===== config.mk =====
export PLATFORM = sky130hd
export DESIGN_NAME = mem_access_ctrl
export DESIGN_NICKNAME = d
export VERILOG_FILES = /design/src/rtl/mem_access_ctrl.sv
export SDC_FILE = /design/constraint.sdc
export NUM_CORES = 1
export LEC_CHECK = 0
export ABC_AREA = 1
export BUFFER_PORTS_ARGS = -buffer_cell sky130_fd_sc_hd__buf_4
export CAP_MARGIN = 5
export CELL_PAD_IN_SITES_DETAIL_PLACEMENT = 1
export CELL_PAD_IN_SITES_GLOBAL_PLACEMENT = 1
export CORE_MARGIN = 2
export CORE_UTILIZATION = 37
export CTS_CLUSTER_DIAMETER = 60
export DETAILED_ROUTE_END_ITERATION = 12
export GPL_ROUTABILITY_DRIVEN = 0
export PLACE_DENSITY = 0.89
export SYNTH_ARGS = -nofsm -noshare
export SYNTH_HDL_FRONTEND = slang
export SYNTH_SLANG_ARGS = --single-unit

===== constraint.sdc =====
create_clock -name clk -period 3.03 [get_ports clk]
set_input_delay 0.1515 -clock clk [delete_from_list [all_inputs] [get_ports clk]]
set_output_delay 0.1515 -clock clk [all_outputs]
set_load 0.01 [all_outputs]

===== src/rtl/mem_access_ctrl.sv =====
// Memory-stage access controller: turns an EX/MEM load/store into a data-memory handshake,
// stalls upstream while the access is outstanding, and presents a one-cycle writeback record.
module mem_access_ctrl #(
  parameter int TIMEOUT = 16
) (
  input  logic        clk,
  input  logic        rst,
  input  logic        MemRead_i,
  input  logic        MemWrite_i,
  input  logic        RegWrite_i,
  input  logic [31:0] Result_i,
  input  logic [31:0] rData2_i,
  input  logic [4:0]  wAddr_i,
  output logic        stall,
  output logic        dm_req,
  output logic        dm_we,
  output logic [31:0] dm_addr,
  output logic [31:0] dm_wdata,
  input  logic        dm_ack,
  input  logic [31:0] dm_rdata,
  output logic        wb_valid,
  output logic        wb_regwrite,
  output logic        wb_err,
  output logic [31:0] wb_result,
  output logic [31:0] wb_memdata,
  output logic [4:0]  wb_wAddr
);

  localparam int CntW = $clog2(TIMEOUT + 1);
  localparam logic [CntW-1:0] CntLast = CntW'(TIMEOUT - 1);

  typedef enum logic [1:0] {IDLE, ACCESS, DONE} state_t;

  state_t          state;
  logic [CntW-1:0] cnt;
  logic [31:0]     addrReg;
  logic [31:0]     wdataReg;
  logic            weReg;
  logic            regWriteReg;
  logic [4:0]      wAddrReg;

  logic memOp;
  logic aligned;

  assign memOp   = MemRead_i | MemWrite_i;
  assign aligned = (Result_i[1:0] == 2'b00);

  // Stall must rise in the accepting IDLE cycle itself so upstream holds the instruction.
  assign stall    = ~rst & (((state == IDLE) & memOp & aligned) | (state == ACCESS));
  assign dm_req   = ~rst & (state == ACCESS);
  assign dm_we    = dm_req & weReg;
  assign dm_addr  = dm_req ? addrReg  : '0;
  assign dm_wdata = dm_req ? wdataReg : '0;

  always_ff @(posedge clk) begin
    if (rst) begin
      state       <= IDLE;
      cnt         <= '0;
      addrReg     <= '0;
      wdataReg    <= '0;
      weReg       <= 1'b0;
      regWriteReg <= 1'b0;
      wAddrReg    <= '0;
      wb_valid    <= 1'b0;
      wb_regwrite <= 1'b0;
      wb_err      <= 1'b0;
      wb_result   <= '0;
      wb_memdata  <= '0;
      wb_wAddr    <= '0;
    end else begin
      case (state)
        IDLE: begin
          if (memOp && aligned) begin
            addrReg     <= Result_i;
            wdataReg    <= rData2_i;
            weReg       <= MemWrite_i;
            regWriteReg <= RegWrite_i;
            wAddrReg    <= wAddr_i;
            cnt         <= '0;
            wb_valid    <= 1'b0;
            state       <= ACCESS;
          end else begin
            // Pass-through, or a misaligned access reported as an error without touching memory.
            wb_valid    <= 1'b1;
            wb_result   <= Result_i;
            wb_wAddr    <= wAddr_i;
            wb_memdata  <= '0;
            wb_err      <= memOp;
            wb_regwrite <= RegWrite_i & ~memOp;
          end
        end
        ACCESS: begin
          if (dm_ack) begin
            wb_valid    <= 1'b1;
            wb_result   <= addrReg;
            wb_wAddr    <= wAddrReg;
            wb_regwrite <= regWriteReg;
            wb_err      <= 1'b0;
            wb_memdata  <= weReg ? '0 : dm_rdata;
            state       <= DONE;
          end else if (cnt == CntLast) begin
            wb_valid    <= 1'b1;
            wb_result   <= addrReg;
            wb_wAddr    <= wAddrReg;
            wb_regwrite <= 1'b0;
            wb_err      <= 1'b1;
            wb_memdata  <= '0;
            state       <= DONE;
          end else begin
            cnt      <= cnt + 1'b1;
            wb_valid <= 1'b0;
          end
        end
        DONE: begin
          wb_valid <= 1'b0;
          state    <= IDLE;
        end
        default: state <= IDLE;
      endcase
    end
  end

endmodule


After elaboration in Yosys (flattened, before gate mapping)
Cells that the tools add are included.

Flip-flop bits (word level): 150. Bits of input ports: 107. Output and inout port bits: 139. Word-level logic and storage cells: 76.

$add $sub $neg: 1. Equality and inequality tests: 8. Multiplexer cells: 35. Bitwise gates (word level): 10. Reductions and logical operators: 9.

Operator list (count): $mux 32 (9); $pmux 32 s2 (2); $mux 5 (6); $pmux 5 s2 (2); $mux 1 (9); $and 1x1->1 (6); $mux 2 (3); $ne 2x2->1 const B (3); $add 5x1->5 const B (1); $eq 5x4->1 const B (1); $logic_not 2->1 (2); $pmux 1 s2 (2); $pmux 2 s2 (1); $reduce_and 2->1 (2); $reduce_and 4->1 (1); $ne 3x2->1 const B (1); $pmux 1 s3 (1); $reduce_and 3->1 (1); $reduce_bool 3->1 (1); $eq 2x1->1 const B (1); $eq 2x2->1 const B (1); $ne 2x1->1 const B (1); $not 1->1 (2); $or 1x1->1 (2); 2 further kinds (2).

Longest topological paths before layout
Gate-level depths: netlist of the first run.

Word-level depth: 5. Mapped depth: 12. Mapped depth without buffers: 12.

Worst setup path before layout of the first run
OpenSTA, ideal clock, no wires.

Path kind: register to register. Start point: reg cnt[0]. End point: reg wb_result[10]. Setup time: 0.115 ns. Arrival: 1.550 ns. Required time: 2.915 ns. Slack: 1.365 ns. Cell stages (with the launch flop): 11. Buffers on the path: 1. Period minus slack after synthesis: 1.665 ns. Cell sequence: dfxtp_1 -> ha_1 -> inv_1 -> nor3_1 -> ha_1 -> nor2_1 -> a21oi_4 -> buf_1 -> nand3_1 -> nand2_1 -> nor2_1.

Cells in the longest elaborated chain, start to end: 3.

Ends and longest elaborated chain: start, declared (RTL line 35) `logic [CntW-1:0] cnt;`; start signal, assigned (RTL line 110) `cnt <= cnt + 1'b1;`; $eq 5x4->1 (RTL line 101) `end else if (cnt == CntLast) begin`; $ne 3x2->1 (no line); $reduce_and 3->1 (no line); end signal, assigned (RTL line 85) `wb_result <= Result_i;`; end signal, assigned (RTL line 95) `wb_result <= addrReg;`; end signal, assigned (RTL line 103) `wb_result <= addrReg;`; end, declared (RTL line 24) `output logic [31:0] wb_result,`.

Every way passes these cells. A chain may end at the register's enable or synchronous reset.

Worst setup path in the final report of the first run
Start point: reg state[1]. End point: out stall.

Cells in the longest elaborated chain, start to end: 5. Elaborated cells on any way between the ends: 6. Classes of those cells: eq/ne (1); bitwise (4); reduce/logical (1).

Ends and longest elaborated chain: start, declared (RTL line 34) `state_t state;`; start signal, assigned (RTL line 57) `state <= IDLE;`; start signal, assigned (RTL line 81) `state <= ACCESS;`; start signal, assigned (RTL line 100) `state <= DONE;`; $logic_not 2->1 (RTL line 49) `assign stall = ~rst & (((state == IDLE) & memOp & aligned) | (state == ACCESS));`; $and 1x1->1 (2 in a row) (RTL line 49); $or 1x1->1 (*) (RTL line 49); $and 1x1->1 (*) (RTL line 49); end, declared (RTL line 14) `output logic stall,`.

Mark *: on every way between the ends. The rest lies on a longest branch, timed or not.

==> flow_summary.ini, run 1 <==
[global_routing]
first_global_vias = 7178
grt_max_degree = 114
grt_pass1_wl_um = 37020
grt_usage_pct = 23.51
antenna_found_initial = 0
grt.overflow.total = 0

[run]
cap_violations = 0

[cts]
cts_sinks = 150
cts_tree = yes
cts_root_buffer = clkbuf_16
cts_made_buffers = 17
clk_pin_slew_ps = 60
cts_resized = 0
clk_path_buf_depth = 2
h-tree-depth = 4
clk_latency_ps = 420

[timing]
worst_pin_slew_ps = 638.5
fin_worst_skew_ps = 9.054
slew_violations = 0
fmax_mhz = 423.0
relSlewSlack_pct = 57.37
period_share_pct = 78.03
setup_viol = 0
rsz0062_at_grt = false
tns_ps = 0
layout_min_cycle_time_ps = 2364
hold_viol_final = 0

[critical_path]
path_max_fanout = 34
required_ps = 2880
arrival_ps = 2210
critPathKind = reg -> out
startpoint_type = register
endpoint_kind = output port

[route]
dr.pass1.iters = 4
vias = 7107
first_iter_violations = 350
drcViolationCount = 0
antenna_left = 0
routed_wl_um = 23070
routedWlPerCell_um = 16.19
vias_per_cell = 4.987

[power]
switching_share_pct = 32.90
ir_drop_uv = 422.8
netSwitchingPower_mw = 2.290
combPwrFrac_pct = 30.5
pwr-share-seq_pct = 35.9
p_leak_nw = 4.431
clockPowerShare_pct = 33.5
p_int_mw = 4.669
power.density_nw_per_um2 = 740.7
p_total_mw = 6.959

[synthesis]
syn_nets = 1093
syn_area_um2 = 6748
syn_avg_cell_area_um2 = 6.885
synthCells = 980
yosysSeqAreaShare_pct = 44.50
synth-seq-cells = 150
ys_types = 19
yosysWarnings = 0

[floorplan]
rows = 49
fp.dieH_um = 139.0
core_um2 = 17900
dieArea_um2 = 19330
fp.dieW_um = 139.0
start_util_pct = 37.69
io_pins = 246

[layout]
insertedDiodeCount = 0
area_growth_pct = 39.24
finalNetCount = 1296
drive_above_1_share_pct = 24.75
final_cells = 1425

[run_status]
status = finished, final reports clean

[worst_hold_path]
hp-class = in -> reg

[place]
dp_hpwl_um = 15080
placed_cells = 1387
portBuffers = 245
## synth_stat cells (all sizes together)
library cell,n,area (um^2)
buf,46,222.7
clkbuf,34,127.6
nor2,151,569.3
nor3,1,5.000
dfxtp,150,3003
o21ai,75,375.4
inv,88,330.3
nand3,78,390.4
a21oi,145,737.0
a21boi,32,240.2
o21a,5,37.54
nand2,169,634.4
ha,6,75.07
## path summary, 6_finish.rpt
check | cells after the start | to | slack [ps] | start
min | 3 | wdataReg[19]$_SDFFE_PP0P_ | 20 | rData2_i[19]
min reg2reg | 2 | addrReg[19]$_SDFFE_PP0P_ | 440 | addrReg[19]$_SDFFE_PP0P_
max | 7 | stall | 670 | state[1]$_SDFFE_PP0P_
max reg2reg | 11 | wb_regwrite$_SDFFE_PP0P_ | 930 | cnt[1]$_SDFFE_PP0P_
## worst max-delay path, cell delays in order (launching register included)
cell and delay [ps]:
dfxtp_1 360, inv_1 90, ha_2 280, inv_2 80, nor2_1 70, inv_2 500
o21ai_0 200, buf_4 190
## metal layers
layer / share of wire (%) / vias up / track usage [%] / routed length (um)
li1: - / 3547 / - / -
met1: 44 / 3346 / 28.96 / 10130
met2: 49 / 177 / 39.93 / 11300
met3: 4.8 / 37 / 5.421 / 1102
met4: 2.3 / 0 / 9.197 / 541
met5: 0 / - / 0 / 0
## placed cells by master, fill, tap and decap left out, drive strengths merged
master | Yosys | layout
a21boi | 32 | 32
a21oi | 145 | 145
buf | 46 | 258
bufinv | 0 | 5
clkbuf | 34 | 19
clkinv | 0 | 7
clkinvlp | 0 | 1
dfxtp | 150 | 150
dlygate4sd3 | 0 | 6
ha | 6 | 6
inv | 88 | 88
nand2 | 169 | 169
nand3 | 78 | 78
nor2 | 151 | 151
nor3 | 1 | 1
o21a | 5 | 5
o21ai | 75 | 75
## cells by family (layout without fill, tap and decap cells)
group	count (synthesis)	in the layout	share of synthesized area, %
AND/OR/NAND/NOR	399	399	23.70
AO/OA/AOI/OAI	257	257	20.60
buffers and inverters	168	384	10.09
flip-flops	150	150	44.50
adder cells (fa/ha/maj)	6	6	1.113
## layout make-up
cell class	count	area (um^2)
Sequential cell	150	3003
Fill cell	2306	8507
Inverter	88	332.8
Clock inverter	13	203.9
Multi-Input combinational cell	662	3079
Timing Repair Buffer	264	2047
Tap cell	229	286.5
Clock buffer	19	442.9
## stage by stage
stage | setup WS (ps) | area, um^2 | hold slack [ps] | utilization [%]
CTS | 609.4 | 9395 | 0.9977 | 52.48
global placement | 1111 | 8688 | 428.3 | 48.53
global route | 432.7 | 9395 | 15.10 | 52.48
floorplan | 1365 | 6748 | 343.4 | -
detailed placement | 1021 | 8688 | 435.2 | 48.53
finish | 665.7 | 9395 | 16.63 | 52.48
## state kept, by name, indices dropped and copies added (netlist names)
register,flops
wb_result,32
wb_err,1
cnt,5
wdataReg,32
regWriteReg,1
weReg,1
state,2
addrReg,32
wb_valid,1
wb_regwrite,1
wb_memdata,32
wb_wAddr,5
wAddrReg,5
## power by group through the flow
stage / Clock (mW) / Sequential, mW / Combinational [mW]
final: 2.33 / 2.50 / 2.13
after global routing: 2.46 / 2.54 / 2.38
after CTS: 2.39 / 2.50 / 2.14
after detailed placement: 0 / 2.54 / 2.11
after global placement: 0 / 2.52 / 2.05
after floorplan: 0 / 2.62 / 1.18
## timing repair
item | CTS | global route
hold buffers | 6 | 0
hold endpoints to repair | 6 | 0
setup buffers | 0 | 0
No activity file was read; power rests on OpenSTA's default activity.
==> run 2, diff against run 1 <==
- ABC_AREA: 1 -> 0
- CORE_UTILIZATION: 37 -> 32
- PLACE_DENSITY: 0.89 -> 0.8
- clock period: 3.03 -> 1.92 ns (I/O delays scaled with it)
==> flow_summary.ini, run 2 <==
[timing]
fmax_mhz = 468.6
relSlewSlack_pct = 52.15
hold_viol_final = 0
layout_min_cycle_time_ps = 2134
period_share_pct = 111.2
layout_setup_ws_ps = -214.2
worst_pin_slew_ps = 710.2
setup_viol = 127
fin_worst_skew_ps = 12.40
worst_hold_slack_ps = 93.05
slew_violations = 0
rsz0062_at_grt = true

[synthesis]
yosysMostFrequentCell = nand2_1
syn_area_um2 = 6384
synthCells = 762
synth_top_area_share_pct = 47.04
syn_nets = 875
synth-edff-count = 0
ys_top_cells_by_count = nand2_1, dfxtp_1, a21oi_1, and2_1, nor2_1
ys_types = 33
synth-seq-cells = 150
synth_top_area_cell = dfxtp_1
yosysSeqAreaShare_pct = 47.04
synth_top_flop_cell = dfxtp_1
synth.area.top_cells = dfxtp_1, nand2_1, a21oi_1, and2_1, mux2i_1
async_reset_ff_share_pct = 0
yosysWarnings = 0
syn_avg_cell_area_um2 = 8.377

[cts]
clk_latency_ps = 430
cts_made_buffers = 17
cts_root_buffer = clkbuf_16
clk_pin_slew_ps = 70
cts_tree = yes
h-tree-depth = 4
clk_path_buf_depth = 2
cts_sinks = 150

[layout]
final_cell_mix = buf_4, nand2_1, dfxtp_1
post-route-util_pct = 61.34
final_common_cell = buf_4
finalNetCount = 1248
area_growth_pct = 87.63
n_fill_cell = 2121
fin_area_um2 = 11980
drive_above_1_share_pct = 46.64

[floorplan]
core_um2 = 19530
fp.dieW_um = 145.2
rows = 51
start_util_pct = 32.69
dieArea_um2 = 21090
io_pins = 246
fp.dieH_um = 145.2

[global_routing]
first_global_vias = 7741
grt_max_degree = 60
grt_usage_pct = 25.71
antenna_found_initial = 7
grt_pass1_wl_um = 43120
grt.overflow.total = 0

[critical_path]
arrival_ps = 2470
endpoint_kind = register
startpoint_type = register
required_ps = 2260
critPathKind = reg -> reg
path_max_fanout = 8

[route]
first_iter_violations = 318
vias_per_cell = 5.224
drcViolationCount = 0
routedWlPerCell_um = 22.80
vias = 7413
routed_wl_um = 32350
dr.pass1.iters = 7
antenna_left = 0

[run_status]
violations = setup timing
status = finished, violations left

[worst_hold_path]
hp-class = in -> reg

[place]
place_ws_ps = -406.5
place_area_um2 = 8653
portBuffers = 245
dp_hpwl_um = 14610

[power]
power.density_nw_per_um2 = 1311
p_leak_nw = 4.904
ir_drop_uv = 759.3

[run]
cap_violations = 0
[run 2: cell types whose count changed after synthesis, sizes merged, moves of 41 or more]
cell | previous run | this run
nor2 | 151 | 44
nand3 | 78 | 34
and2 | 0 | 65
o21ai | 75 | 8
a211oi | 0 | 41
inv | 88 | 6
[run 2: final timing paths]
check | startpoint | to | slack (ps) | cells past startpoint
max | state[0]$_SDFFE_PP0P_ | wb_err$_SDFFE_PP0P_ | -210 | 10
min | Result_i[1] | wb_result[1]$_SDFFE_PP0P_ | 90 | 3
max reg2reg | state[0]$_SDFFE_PP0P_ | wb_err$_SDFFE_PP0P_ | -210 | 10
min reg2reg | wdataReg[3]$_SDFFE_PP0P_ | wdataReg[3]$_SDFFE_PP0P_ | 450 | 2
[run 2: layer usage]
metal	part of all wire [%]	wire length [um]	up-vias	GRT usage, %
li1	-	-	3328	-
met3	4.6	1492	111	5.597
met2	52	16900	305	46.26
met4	4.8	1538	0	12.50
met1	38	12420	3669	28.63
met5	0	0	-	0
[run 2: final cells by class]
cell class                      count  area, um^2  area share [%]
Timing Repair Buffer              417        4264           35.60
Multi-Input combinational cell    543        3749           31.30
Sequential cell                   150        3010           25.13
Clock buffer                       23       478.0           3.990
Tap cell                          265       331.6           2.768
Clock inverter                      8       98.84          0.8252
Inverter                            6       28.78          0.2403
Antenna cell                        7       17.52          0.1462
[run 2: where the power goes]
part | total (mW) | internal (mW) | switching (mW) | leakage, nW
Combinational | 8.07 | 3.93 | 4.14 | 3.40
Clock | 3.41 | 2.01 | 1.40 | 0.279
Sequential | 4.23 | 3.72 | 0.513 | 1.23
[run 2: critical path, cell delays in order (launching register included)]
cell and delay [ps]:
dfxtp_2 360, inv_1 100, ha_2 210, buf_4 130
nor2_1 80, a311oi_4 310, buf_12 170, buf_12 140
buf_16 140, o211ai_1 140, a21oi_2 260
[run 2: timing repair]
action                                  in CTS  in global routing
gates resized for setup                     62                226
setup buffers                               15                  6
hold buffers                               101                  0
pin swaps                                   27                 62
cloned                                       9                 11
endpoints found under the hold margin      101                  0
endpoints found under the setup margin     143                152
[run 2: cell families (layout without fill, tap and decap cells)]
| logic type | Yosys count | after routing | share of synthesized area, % |
|---|---|---|---|
| AND/OR/NAND/NOR | 332 | 332 | 23.58 |
| AO/OA/AOI/OAI | 168 | 168 | 17.48 |
| multiplexers | 37 | 37 | 5.802 |
| adder cells (fa/ha/maj) | 6 | 6 | 1.176 |
| flip-flops | 150 | 150 | 47.04 |
| other | 0 | 7 | 0 |
| buffers and inverters | 69 | 454 | 4.920 |
[run 2: per-stage QoR]
| stage | cells | total power, mW | TNS (ps) |
|---|---|---|---|
| after CTS | 1397 | 13.70 | -3715 |
| after global routing | 1419 | 16.24 | -19190 |
| after detailed placement | 1241 | 8.922 | -32310 |
| final | 1419 | 15.71 | -11450 |
| after global placement | 1241 | 8.752 | -23840 |
| after floorplan | 762 | 6.906 | 0 |
==> run 3, diff against run 2 <==
- SKIP_CTS_REPAIR_TIMING: unset -> 1
==> flow_summary.ini, run 3 (same netlist as run 2, synthesis figures left out) <==
[route]
vias = 7126
first_iter_violations = 363
drcViolationCount = 0
routed_wl_um = 28730
vias_per_cell = 5.057
routedWlPerCell_um = 20.39
antenna_left = 0
dr.pass1.iters = 4

[floorplan]
fp.dieH_um = 145.2
io_pins = 246
rows = 51
fp.dieW_um = 145.2
core_um2 = 19530
start_util_pct = 32.69
dieArea_um2 = 21090

[power]
power.density_nw_per_um2 = 1284
p_total_mw = 14.34
p_leak_nw = 4.624
ir_drop_uv = 688.4

[timing]
layout_min_cycle_time_ps = 2094
tns_ps = -8449
relSlewSlack_pct = 55.88
worst_pin_slew_ps = 654.8
slew_violations = 0
fin_worst_skew_ps = 13.54
period_share_pct = 109.1
fmax_mhz = 477.6
layout_setup_ws_ps = -174.0
hold_viol_final = 0
setup_viol = 113
rsz0062_at_grt = true

[global_routing]
grt_max_degree = 60
antenna_found_initial = 2
grt_usage_pct = 19.49
first_global_vias = 6464
grt.overflow.total = 0
grt_pass1_wl_um = 33550

[critical_path]
path_buf_inv = 4
slowest_delay_ps = 360
path_max_fanout = 15
startpoint_type = register
critPathKind = reg -> reg
endpoint_kind = register
r2r-start = state[1]$_SDFFE_PP0P_
cp-startpoint = state[1]$_SDFFE_PP0P_
arrival_ps = 2420
crit_path_cell_trace = inv_4 -> ha_4 -> buf_4 -> nor3b_4 -> a311oi_4 -> buf_12 -> clkbuf_16 -> nand3_1 -> a21oi_1
worst_path_dominant_cell_family = buffers and inverters
required_ps = 2250
crit_slowest_cell = dfxtp_2

[cts]
cts_made_buffers = 17
h-tree-depth = 4
clk_latency_ps = 420
cts_tree = yes
cts_root_buffer = clkbuf_16
clk_path_buf_depth = 2
clk_pin_slew_ps = 60
cts_sinks = 150

[run]
cap_violations = 0

[place]
place_ws_ps = -406.5
placed_cells = 1241
portBuffers = 245
dp_hpwl_um = 14610

[layout]
final_cells = 1409
post-route-util_pct = 57.18
area_growth_pct = 74.91
finalNetCount = 1243
drive_above_1_share_pct = 38.00
final_common_cell = buf_4
final_cell_mix = buf_4, nand2_1, dfxtp_1

[worst_hold_path]
hp-class = in -> reg
hp-start = Result_i[0]

[run_status]
violations = setup timing
status = finished, violations left
==> run 3: changes by cell type in the layout (fill, tap and decap cells not counted), moves of 12 or more <==
cell,delta
buf_4,+39
and2_1,+37
and2_4,-37
buf_6,-35
nor2_1,+21
nand3_1,+15
nor2_4,-15
nand3_2,-13
a21oi_1,+12
a21oi_2,-12
==> run 3: worst paths after layout <==
check,cells past startpoint,slack [ps],end
worst min register to register,2,450,wdataReg[3]$_SDFFE_PP0P_
worst min-delay path,3,70,wb_result[0]$_SDFFE_PP0P_
worst max register to register,9,-170,wb_memdata[7]$_SDFFE_PP0P_
worst max-delay path,9,-170,wb_memdata[7]$_SDFFE_PP0P_
==> run 3: worst min-delay path: cells and delay by family <==
kind,cells,cell delay [ps]
buf+inv,1,130
compound gates,1,80
mux,1,130
==> run 3: power by group <==
group          internal, mW  switching (mW)
Clock                  2.01            1.36
Sequential             3.72           0.388
Combinational          3.33            3.52
==> run 3: layout make-up <==
cell class	count	area [um^2]
fill	2239	8361
timing repair buffer	412	3905
multi-input combinational	543	3311
clock inverter	8	98.84
clock buffer	23	478.0
inverter	6	28.78
antenna	2	5.005
tap	265	331.6
sequential	150	3008
==> run 3: stage by stage <==
stage	area [um^2]	hold slack, ps
after global routing	11170	66.95
final	11170	68.33
after global placement	8653	342.8
after floorplan	6390	232.0
after CTS	9230	-93.58
after detailed placement	8653	352.3
==> run 3: metal layers <==
layer | vias to the layer above | global-route usage [%] | share of wire [%]
li1 | 3299 | - | -
met1 | 3548 | 22.64 | 40
met2 | 211 | 33.82 | 52
met3 | 68 | 5.314 | 4.2
met4 | 0 | 8.039 | 3.2
met5 | - | 0 | 0
